### src/rtl/peak_window_meter.sv
// peak_window_meter
//   Per-channel windowed peak meter for time-multiplexed unsigned samples.
//   Samples are accepted in ACC. Once WIN_LEN samples have been accepted
//   across all channels, the block spends NCH cycles in DUMP. Each of those
//   cycles publishes one channel's peak and clip flag, in channel order.
//   Publishing a channel either clears its peak (MODE=0) or decays it by
//   acc >> DECAY_SH (MODE=1). The clip flag is always cleared on publish.
//
// Ports
//   clk        clock; all state updates on the rising edge
//   rst        synchronous active-high reset
//   valid      sample strobe
//   ch         channel index of the sample (CH_W bits)
//   data       unsigned sample (DATA_W bits)
//   clear      synchronous flush of all measurement state, same effect as rst
//   in_ready   high while the block accepts samples (ACC state)
//   peak_valid one-cycle strobe qualifying peak_ch / peak / clip
//   peak_ch    channel being published (0 when peak_valid=0)
//   peak       published window peak (0 when peak_valid=0)
//   clip       channel saw an all-ones sample in the window (0 when peak_valid=0)
module peak_window_meter #(
  parameter int DATA_W   = 12,
  parameter int NCH      = 2,
  parameter int WIN_LEN  = 1024,
  parameter int MODE     = 0,
  parameter int DECAY_SH = 3,
  localparam int CH_W    = (NCH > 1) ? $clog2(NCH) : 1
) (
  input  logic              clk,
  input  logic              rst,
  input  logic              valid,
  input  logic [CH_W-1:0]   ch,
  input  logic [DATA_W-1:0] data,
  input  logic              clear,
  output logic              in_ready,
  output logic              peak_valid,
  output logic [CH_W-1:0]   peak_ch,
  output logic [DATA_W-1:0] peak,
  output logic              clip
);

  localparam int CNT_W = (WIN_LEN > 1) ? $clog2(WIN_LEN) : 1;
  localparam logic [CNT_W-1:0] CNT_LAST = CNT_W'(WIN_LEN - 1);
  localparam logic [CH_W-1:0]  CH_LAST  = CH_W'(NCH - 1);
  // One extra bit so NCH itself is representable for the range check.
  localparam logic [CH_W:0]    NCH_V    = (CH_W + 1)'(NCH);

  typedef enum logic {ACC = 1'b0, DUMP = 1'b1} state_t;

  state_t            state, state_n;
  logic [CNT_W-1:0]  cnt;
  logic [CH_W-1:0]   didx;
  logic [DATA_W-1:0] acc      [NCH];
  logic              clip_acc [NCH];
  logic              accept;
  logic              flush;

  // Value left in a channel's accumulator after it has been published.
  function automatic logic [DATA_W-1:0] after_publish(input logic [DATA_W-1:0] a);
    if (MODE == 1) return a - (a >> DECAY_SH);
    else           return '0;
  endfunction

  assign flush    = rst || clear;
  assign in_ready = (state == ACC);
  assign accept   = valid && in_ready && ({1'b0, ch} < NCH_V) && !clear;

  always_comb begin
    state_n = state;
    case (state)
      ACC:     if (accept && cnt == CNT_LAST) state_n = DUMP;
      DUMP:    if (didx == CH_LAST)           state_n = ACC;
      default: state_n = ACC;
    endcase
  end

  always_ff @(posedge clk) begin
    if (flush) begin
      state <= ACC;
      cnt   <= '0;
      didx  <= '0;
      for (int i = 0; i < NCH; i++) begin
        acc[i]      <= '0;
        clip_acc[i] <= 1'b0;
      end
    end else begin
      state <= state_n;
      if (accept) cnt <= (cnt == CNT_LAST) ? '0 : cnt + 1'b1;
      if (state == DUMP) didx <= (didx == CH_LAST) ? '0 : didx + 1'b1;
      // Accept and publish never coincide: accept requires ACC.
      for (int i = 0; i < NCH; i++) begin
        if (accept && ch == CH_W'(i)) begin
          if (data > acc[i]) acc[i] <= data;
          if (&data)         clip_acc[i] <= 1'b1;
        end else if (state == DUMP && didx == CH_W'(i)) begin
          acc[i]      <= after_publish(acc[i]);
          clip_acc[i] <= 1'b0;
        end
      end
    end
  end

  // Publish stage: outputs are a direct view of the channel selected by didx.
  always_comb begin
    peak_valid = 1'b0;
    peak_ch    = '0;
    peak       = '0;
    clip       = 1'b0;
    if (state == DUMP) begin
      peak_valid = 1'b1;
      peak_ch    = didx;
      for (int i = 0; i < NCH; i++) begin
        if (didx == CH_W'(i)) begin
          peak = acc[i];
          clip = clip_acc[i];
        end
      end
    end
  end

endmodule

### config.mk
export PLATFORM = sky130hd
export DESIGN_NAME = peak_window_meter
export DESIGN_NICKNAME = d
export VERILOG_FILES = /design/src/rtl/peak_window_meter.sv
export SDC_FILE = /design/constraint.sdc
export NUM_CORES = 1
export LEC_CHECK = 0
export BUFFER_PORTS_ARGS = -buffer_cell sky130_fd_sc_hd__buf_2
export CORE_AREA = 4 4 75 94
export CTS_BUF_LIST = sky130_fd_sc_hd__clkbuf_16
export DETAILED_ROUTE_END_ITERATION = 10
export DIE_AREA = 0 0 79 98
export GPL_TIMING_DRIVEN = 1
export MAX_ROUTING_LAYER = met4
export PLACE_DENSITY_LB_ADDON = 0.12
export SLEW_MARGIN = 5
export SYNTH_ARGS = -nofsm -noshare
export SYNTH_HDL_FRONTEND = slang
export SYNTH_SLANG_ARGS = --single-unit
### constraint.sdc
create_clock -name clk -period 2.9 [get_ports clk]
set_input_delay 0.29 -clock clk [delete_from_list [all_inputs] [get_ports clk]]
set_output_delay 0.29 -clock clk [all_outputs]
set_load 0.02 [all_outputs]
* Word-level counts from Yosys, hierarchy flattened
Memories as Yosys holds them, arrays and structs flattened.
Index checks and enable logic that the tools add are counted.
** Word-level totals
- Register bits :: 12
- RAM bits :: 26
- Input port bits :: 17
- Output and inout port bits :: 16
- Logic and storage cells :: 81
- Memories :: 2
** Memories
- acc :: depth 2, width 12, read ports 2, clocked after Yosys merged registers in 0, wr ports 2, RTL line 53 : logic [DATA_W-1:0] acc [NCH];
- clip_acc :: depth 2, width 1, read ports 2, clocked after Yosys merged registers in 0, wr ports 2, RTL line 54 : logic clip_acc [NCH];
** Operators by class
- Add/subtract/negate cells :: 2
- Order comparisons :: 2
- Eq/ne operators :: 1
- Mux-type cells :: 50
- Bitwise gates (word level) :: 11
- Reduce and logical (&&, ||, !) cells :: 10
** Operators by type and width (number)
- 12-bit 2-to-1 mux :: 12
- 1-bit 2-to-1 mux :: 36
- 12-bit greater-than comparator :: 2
- 12-bit AND reduction :: 1
- 10-bit by 1-bit adder with 10-bit output (second input constant) :: 1
- 10-bit == test (second input constant) :: 1
- 10-bit 2-to-1 mux :: 1
- 1-bit bitwise OR :: 8
- 1-bit logical AND :: 7
- 1-bit inverter :: 3
- 1-bit case mux with 2 select lines :: 1
- 1-bit adder (second input constant) :: 1
- 1-bit zero test :: 1
- 1-bit logical OR :: 1

* Logic depth before layout (Yosys ltp)
Gate-level depths: netlist of the first run.
- Depth in word-level cells :: 9
- Depth in mapped cells :: 8
- Depth with buffers taken out :: 7

* Worst setup path after synthesis of the first run
OpenSTA, ideal clock, no wires.
- Kind :: reg2reg
- From :: mem acc[0][1]
- To :: mem acc[0][0], enable pin
- Arrival time :: 1.891 ns
- Path slack :: 0.678 ns
- Cell stages (with the launch flop) :: 9
- Path buffers :: 1
- Clock period less this slack :: 2.222 ns
- Path through :: edfxtp_1 -> inv_1 -> ha_1 -> nor2b_1 -> o211ai_1 -> a211oi_1 -> o41ai_2 -> clkbuf_1 -> nand2_1
** RTL lines (RTL line)
- from (decl) :: 53

==> results of run 1 <==
[power by group through the flow]
stage                     sequential [mW]  combinational, mW  clock (mW)
after floorplan                     0.585             0.0919           0
after global placement              0.588              0.142           0
after detailed placement            0.588              0.142           0
after CTS                           0.576              0.143       0.541
after global routing                0.578              0.163       0.566
final                               0.576              0.142       0.524
[flip-flops by register name, indices dropped and copies added, names as in the netlist]
name / flops
acc: 24
cnt: 10
clip_acc: 2
didx: 1
state: 1
[final cells by class]
class,instances,area share
clock buffers,5,0.0444
clock inverters,3,0.00489
inverters,27,0.0360
multi-input cells,192,0.485
flip-flops and latches,38,0.316
well taps,85,0.0378
repair buffers,39,0.0755
[how the worst max path moves through the flow]
stage                                  startpoint                      end  slack, ns
after floorplan           acc[0][1]$_SDFFCE_PP0P_  acc[0][0]$_SDFFCE_PP0P_       0.68
after global placement                    data[7]  acc[1][10]$_SDFFE_PP0P_       0.62
after detailed placement                  data[1]  acc[0][7]$_SDFFCE_PP0P_       0.58
after CTS                 acc[0][1]$_SDFFCE_PP0P_  acc[0][4]$_SDFFCE_PP0P_       0.61
after global routing      acc[0][1]$_SDFFCE_PP0P_  acc[0][3]$_SDFFCE_PP0P_       0.47
final                     acc[0][1]$_SDFFCE_PP0P_  acc[0][9]$_SDFFCE_PP0P_       0.64
[worst max-delay path: stages (launching register included)]
cell      delay, ns
edfxtp_1       0.38
inv_1          0.08
ha_1           0.23
nor2b_1        0.14
o211ai_1       0.17
a211oi_1       0.11
o41ai_2        0.34
nand2_1        0.43
[kinds of logic after synthesis]
logic type / Yosys count
AOI/OAI and AO/OA: 41
xor gates and xnor gates: 7
and+or+nand+nor: 94
buffers and inverters: 36
adders and majority gates: 25
muxes: 25
DFF: 38
[cell usage after synthesis (2+ instances only)]
master	instances
nand2_1	30
inv_1	26
dfxtp_1	25
ha_1	25
mux2i_1	24
nor2_1	24
a21boi_0	13
a21oi_1	13
edfxtp_1	13
nand3_1	11
nand4_1	11
nor3_1	6
clkbuf_1	4
xnor2_1	4
o21ai_0	3
xor2_1	3
a211oi_1	2
a21o_1	2
and2_1	2
buf_2	2
nor2b_1	2
o211ai_1	2
or2_2	2
or3_1	2
[per-stage QoR]
stage	setup WS (ns)	hold WS, ns	utilization
2_1_floorplan	0.678	0.415	-
3_3_place_gp	0.617	0.465	0.434
3_5_place_dp	0.576	0.470	0.434
4_1_cts	0.607	0.277	0.457
5_1_grt	0.467	0.304	0.457
6_report	0.638	0.286	0.457
[layer usage]
metal | vias to the layer above | track usage
met5 | - | -
met1 | 924 | 0.206
met4 | 0 | 0.0489
met3 | 4 | 0.0351
li1 | 1008 | -
met2 | 32 | 0.287
==> key figures, run 1 <==
Run status
  – Status: finished, final reports clean

Power and ir drop
  – Power share of the sequential group: 0.464
  – Switching power as a share of total power: 0.244
  – Relative contribution of combinational cells to total power: 0.114
  – Leakage power of the design: roughly 1.2 nW
  – Total chip power: between 1 and 1.5 mW
  – Maximum ir drop on the vdd rail: 0.231 mV
  – Sw Pwr: 0.303 mW
  – Internal: 0.938 mW
  – Part of the power in the clock network: 0.422
  – Cell Pwr Density: 441 nW/µm²

STA
  – Highest clock rate: 0.442 GHz
  – Final hold viol count: 0
  – Worst Max-Slew Pin Slew: around 0.59 ns
  – Unrepaired setup endpoints after global routing: false
  – Largest clock skew in the final design: 0.00594 ns
  – Final setup violating endpoints: 0
  – Total count of max-transition violations in the final report: 0
  – Ratio of final minimum period to clock period: 0.780
  – Clock period minus worst slack: 2.26 ns
  – Post-route setup TNS: 0 ns
  – Worst max-slew margin expressed relative to the limit: 0.608

Floorplan
  – DIE HEIGHT: 98 µm
  – Ports placed on the boundary: 33
  – Core Region: between 6000 and 7000 µm²
  – Effective utilization at floorplan: 0.390
  – Std cell rows: 32
  – Chip width: 79 µm
  – Die ar.: 7740 µm²

Logic synthesis
  – Xor-xnor portion of the synthesized cell area: 0.0255
  – Synth top area cells: dfxtp_1 21%, edfxtp_1 16%, ha_1 13%
  – Post-synthesis compound-gate area fraction: 0.122
  – Syn. warnings: 0
  – Net count after synthesis: 308
  – Post-synth EDFFs: 13
  – Cell variety after synth: 39
  – Adder-cell area share of the yosys netlist: 0.130
  – Mux share of post-synthesis cell area: 0.105
  – Sequential share of the synthesized area: 0.370
  – Mean instance size in the synthesized netlist: 9.05 µm²
  – Biggest area consumer among synthesized cells: dfxtp_1
  – Post-synthesis sequential element count: 38
  – Post-synthesis simple-gate area fraction: 0.186
  – Netlist Area Pre-Place: roughly 2400 µm²
  – Ys flop type: dfxtp_1
  – Cell count after synthesis: about 270
  – Dominant combinational cell family by area after synthesis: simple AND/OR/NAND/NOR gates
  – Async set-reset flop share out of synthesis: 0
  – Area fraction of the dominant cell type after synthesis: 0.208

Hold path
  – Kind of path behind the tightest hold check: in2reg
  – End point of the worst hold path: acc[1][0]$_SDFFE_PP0P_
  – Hold Path Cell Cnt: 3
  – Critical hold path startpoint: data[0]

Clocking
  – TritonCTS buffer count: 5
  – Number of sinks driven by the clock tree: 38
  – Clock tree from TritonCTS: done
  – Clock Pin Slew Worst Setup and Hold Paths: approximately 0.060 ns
  – Hold Buf Count CTS: 0
  – Number of levels in the clock H-tree: 2
  – Clock tree root driver cell: clkbuf_16
  – Clock tree buffer depth: 2
  – Post-CTS Setup Bufs: 0
  – Post-cts resize count: 0
  – Later-pin clock latency in the skew report: around 0.28 ns

Critical path
  – End of the worst register-to-register path: acc[0][9]$_SDFFCE_PP0P_
  – Endpoint kind of the worst setup timing path: flip-flop
  – Launching point of the worst reg2reg path: acc[0][1]$_SDFFCE_PP0P_
  – Critical Setup Path Class: reg2reg
  – Required time worst endpoint: 2.80 ns
  – Slack of the worst reg-to-reg path: 0.64 ns
  – Depth of the worst register-to-register path: 7
  – CP Launch Type: flip-flop
  – Maximum fanout encountered on the critical timing path: 12
  – CP arrival: 2.16 ns

Run
  – Max-cap violations: 0

Place
  – Detailed placement HPWL: 4400 µm
  – Final GP Congestion: 0.872
  – Total placed cells including tap cells: 381
  – IO Port Bufs: 32
  – Post-placement cell area: 2680 µm²

Drt
  – Routed wirelength normalized by instance count: around 15 µm
  – Per-cell via count in the routed design: 5.06
  – Routed via count: 1968
  – Highest metal layer used by the detailed router: met4
  – Routed wl met3: 171 µm
  – Metal-1 WL: 2720 µm
  – Total wire length: just under 6000 µm
  – Detailed-router iteration count before antenna repair: 4
  – Drc violations: 0
  – Met2 routed wirelength: 2920 µm
  – First-iteration detailed-routing DRC count: 64
  – Remaining number of nets flagged by the antenna check after routing: 0

Cells and area
  – Fraction of final layout cells sized beyond drive strength 1: 0.168
  – Diode insertion count for antenna repair: 0
  – Area taken by multi-input logic gates: 1370 µm²
  – Final net count: 345
  – Area of all placed cells without fillers: 2820 µm²
  – # fillers: 650
  – Final instance count without filler cells: 389
  – Top library cells by usage in the layout, fill and taps aside: 32 x buf_2, 30 x nand2_1, 27 x inv_1
  – Synthesis-to-layout area growth: 17.1%
  – Most common library cell in the layout ignoring fill and taps: buf_2
  – Register area: 891 µm²

GRT
  – Pin count of the biggest net entering global routing: 17
  – Initial antenna violation count: 0
  – GRT Overall Usage: 0.171
  – Congestion Overflow GR: 0
  – Vias in the first global route: 2051
  – Wire length of the first global-routing pass: around 10000 µm
Note: power is estimated with default switching activity, not from simulation.
==> run 2: changes to the inputs <==
Clock period 2.9 ns to 2.25 ns, I/O delays scaled along.
==> run 2 against run 1 <==
Against the previous run:
- clock-buffer cell count grew 1
- via count grew 0.86%
- critical path depth grew 1
- sequential power grew 29%
- power grew 35%
- die area is the same
- maximum frequency grew 7.3%
- final area grew 1.8%
- routed wire length shrank 0.63%
- largest power group is now clock
==> key figures, run 2 (synthesis gave the netlist of run 1 again) <==
Floorplan
  – Std cell rows: 32
  – Effective utilization at floorplan: 0.390
  – Die ar.: between 7000 and 8000 µm²
  – DIE HEIGHT: between 90 and 100 µm
  – Ports placed on the boundary: 33
  – Core Region: 6170 µm²
  – Chip width: 79 µm

GRT
  – Busiest layer in global routing: met2
  – Vias in the first global route: approximately 2000
  – Global Route met3 Usage: 0.0332
  – Congestion Overflow GR: 0
  – Met1 track utilization from global routing: 0.190
  – GRT Overall Usage: 0.166
  – Pin count of the biggest net entering global routing: 16
  – Global Route met2 Usage: 0.288
  – Initial antenna violation count: 0
  – Wire length of the first global-routing pass: around 9700 µm

Power and ir drop
  – Maximum ir drop on the vdd rail: 0.394 mV
  – Internal: 1.28 mW
  – Total chip power: 1.68 mW
  – Sw Pwr: ~0.4 mW
  – Part of the power in the clock network: 0.449
  – Cell Pwr Density: 587 nW/µm²
  – Switching power as a share of total power: 0.237
  – Power share of the sequential group: 0.441
  – Relative contribution of combinational cells to total power: 0.110
  – Leakage power of the design: 1.21 nW

STA
  – Post-route setup TNS: 0 ns
  – Final setup violating endpoints: 0
  – Clock period minus worst slack: 2.11 ns
  – Final hold viol count: 0
  – Worst setup slack after layout: 0.141 ns
  – Total count of max-transition violations in the final report: 0
  – Worst Max-Slew Pin Slew: 0.478 ns
  – Unrepaired setup endpoints after global routing: false
  – Highest clock rate: 0.474 GHz
  – Worst max-slew margin expressed relative to the limit: 0.679
  – Largest clock skew in the final design: roughly 0.0039 ns
  – Ratio of final minimum period to clock period: 0.937

Critical path
  – CP Launch Type: flip-flop
  – CP arrival: 2.27 ns
  – Required time worst endpoint: between 2 and 2.5 ns
  – Maximum fanout encountered on the critical timing path: 9
  – Critical Setup Path Class: reg2reg
  – Endpoint kind of the worst setup timing path: flip-flop

Clocking
  – Clock Pin Slew Worst Setup and Hold Paths: 0.06 ns
  – Clock tree buffer depth: 2
  – TritonCTS buffer count: 5
  – Number of sinks driven by the clock tree: 38
  – Post-CTS Setup Bufs: 0
  – Clock tree root driver cell: clkbuf_16
  – Clock tree from TritonCTS: done
  – Number of levels in the clock H-tree: 2
  – Hold Buf Count CTS: 0
  – Later-pin clock latency in the skew report: 0.28 ns
  – Post-cts resize count: 0

Drt
  – First-iteration detailed-routing DRC count: between 50 and 60
  – Remaining number of nets flagged by the antenna check after routing: 0
  – Drc violations: 0
  – Total wire length: 5830 µm
  – Routed wirelength normalized by instance count: approximately 15 µm
  – Routed via count: 1985
  – Detailed-router iteration count before antenna repair: 4
  – Per-cell via count in the routed design: 5.05

Cells and area
  – Area taken by multi-input logic gates: 1370 µm²
  – # fillers: 663
  – Flip-flop count of the largest register, all copies and words added: 24
  – Diode insertion count for antenna repair: 0
  – Top flop regs: acc (24), cnt (10), clip_acc (2)
  – Fraction of final layout cells sized beyond drive strength 1: 0.182
  – Synthesis-to-layout area growth: 19.2%
  – Final instance count without filler cells: 393
  – Most common library cell in the layout ignoring fill and taps: buf_2
  – Area of all placed cells without fillers: 2870 µm²
  – Register area: slightly below 900 µm²
  – Final net count: ~350
  – Register with the most flip-flops: acc
  – Top library cells by usage in the layout, fill and taps aside: 32 x buf_2, 30 x nand2_1, 26 x inv_1

Run
  – Max-cap violations: 0

Place
  – Detailed placement HPWL: between 4000 and 5000 µm
  – Placement-stage worst setup slack: about 0.14 ns
  – IO Port Bufs: 32
  – Final GP Congestion: 0.791
  – Total placed cells including tap cells: 385
  – Post-placement cell area: 2710 µm²

Run status
  – Status: finished, final reports clean

Hold path
  – Kind of path behind the tightest hold check: in2reg
-- run 2: final cells by class --
class,count,share of cell area
clock buffer,6,0.0524
clock inverter,2,0.00349
inverter,27,0.0353
multi-input combinational,192,0.476
sequential,38,0.311
tap,85,0.0371
timing repair buffer,43,0.0846
-- run 2: through the flow --
| stage | utilization | hold slack [ns] |
|---|---|---|
| 6_report | 0.465 | 0.217 |
| 5_1_grt | 0.465 | 0.235 |
| 4_1_cts | 0.465 | 0.214 |
| 3_5_place_dp | 0.439 | 0.473 |
| 3_3_place_gp | 0.439 | 0.463 |
| 2_1_floorplan | - | 0.350 |
-- run 2: worst paths after layout --
kind                                from                 endpoint  slack (ns)  cells past startpoint
setup / recovery  acc[1][1]$_SDFFE_PP0P_  acc[1][10]$_SDFFE_PP0P_        0.14                      8
hold / removal                   data[0]   acc[1][0]$_SDFFE_PP0P_        0.22                      3
setup reg to reg  acc[1][1]$_SDFFE_PP0P_  acc[1][10]$_SDFFE_PP0P_        0.14                      8
hold reg to reg   acc[1][2]$_SDFFE_PP0P_   acc[1][2]$_SDFFE_PP0P_        0.48                      2
-- run 2: critical path, cell delays in order, from the launching register on --
cell and delay (ns):
dfxtp_1 0.35, inv_1 0.05, ha_1 0.27, nor2b_1 0.13, o211ai_1 0.20, a211oi_1 0.15
o41ai_4 0.24, buf_4 0.24, mux2_1 0.34
-- run 2: power groups by stage --
stage	registers (mW)	clock network [mW]	logic, mW
3_5_place_dp	0.758	0	0.187
5_1_grt	0.745	0.793	0.213
4_1_cts	0.743	0.775	0.188
6_report	0.742	0.754	0.185
3_3_place_gp	0.757	0	0.187
2_1_floorplan	0.754	0	0.119
-- run 2: layer usage --
layer / up-vias / wire length [µm]
met1: 930 / 2600
met3: 10 / 135
met2: 32 / 2980
met4: 0 / 109
li1: 1013 / -
met5: - / 0
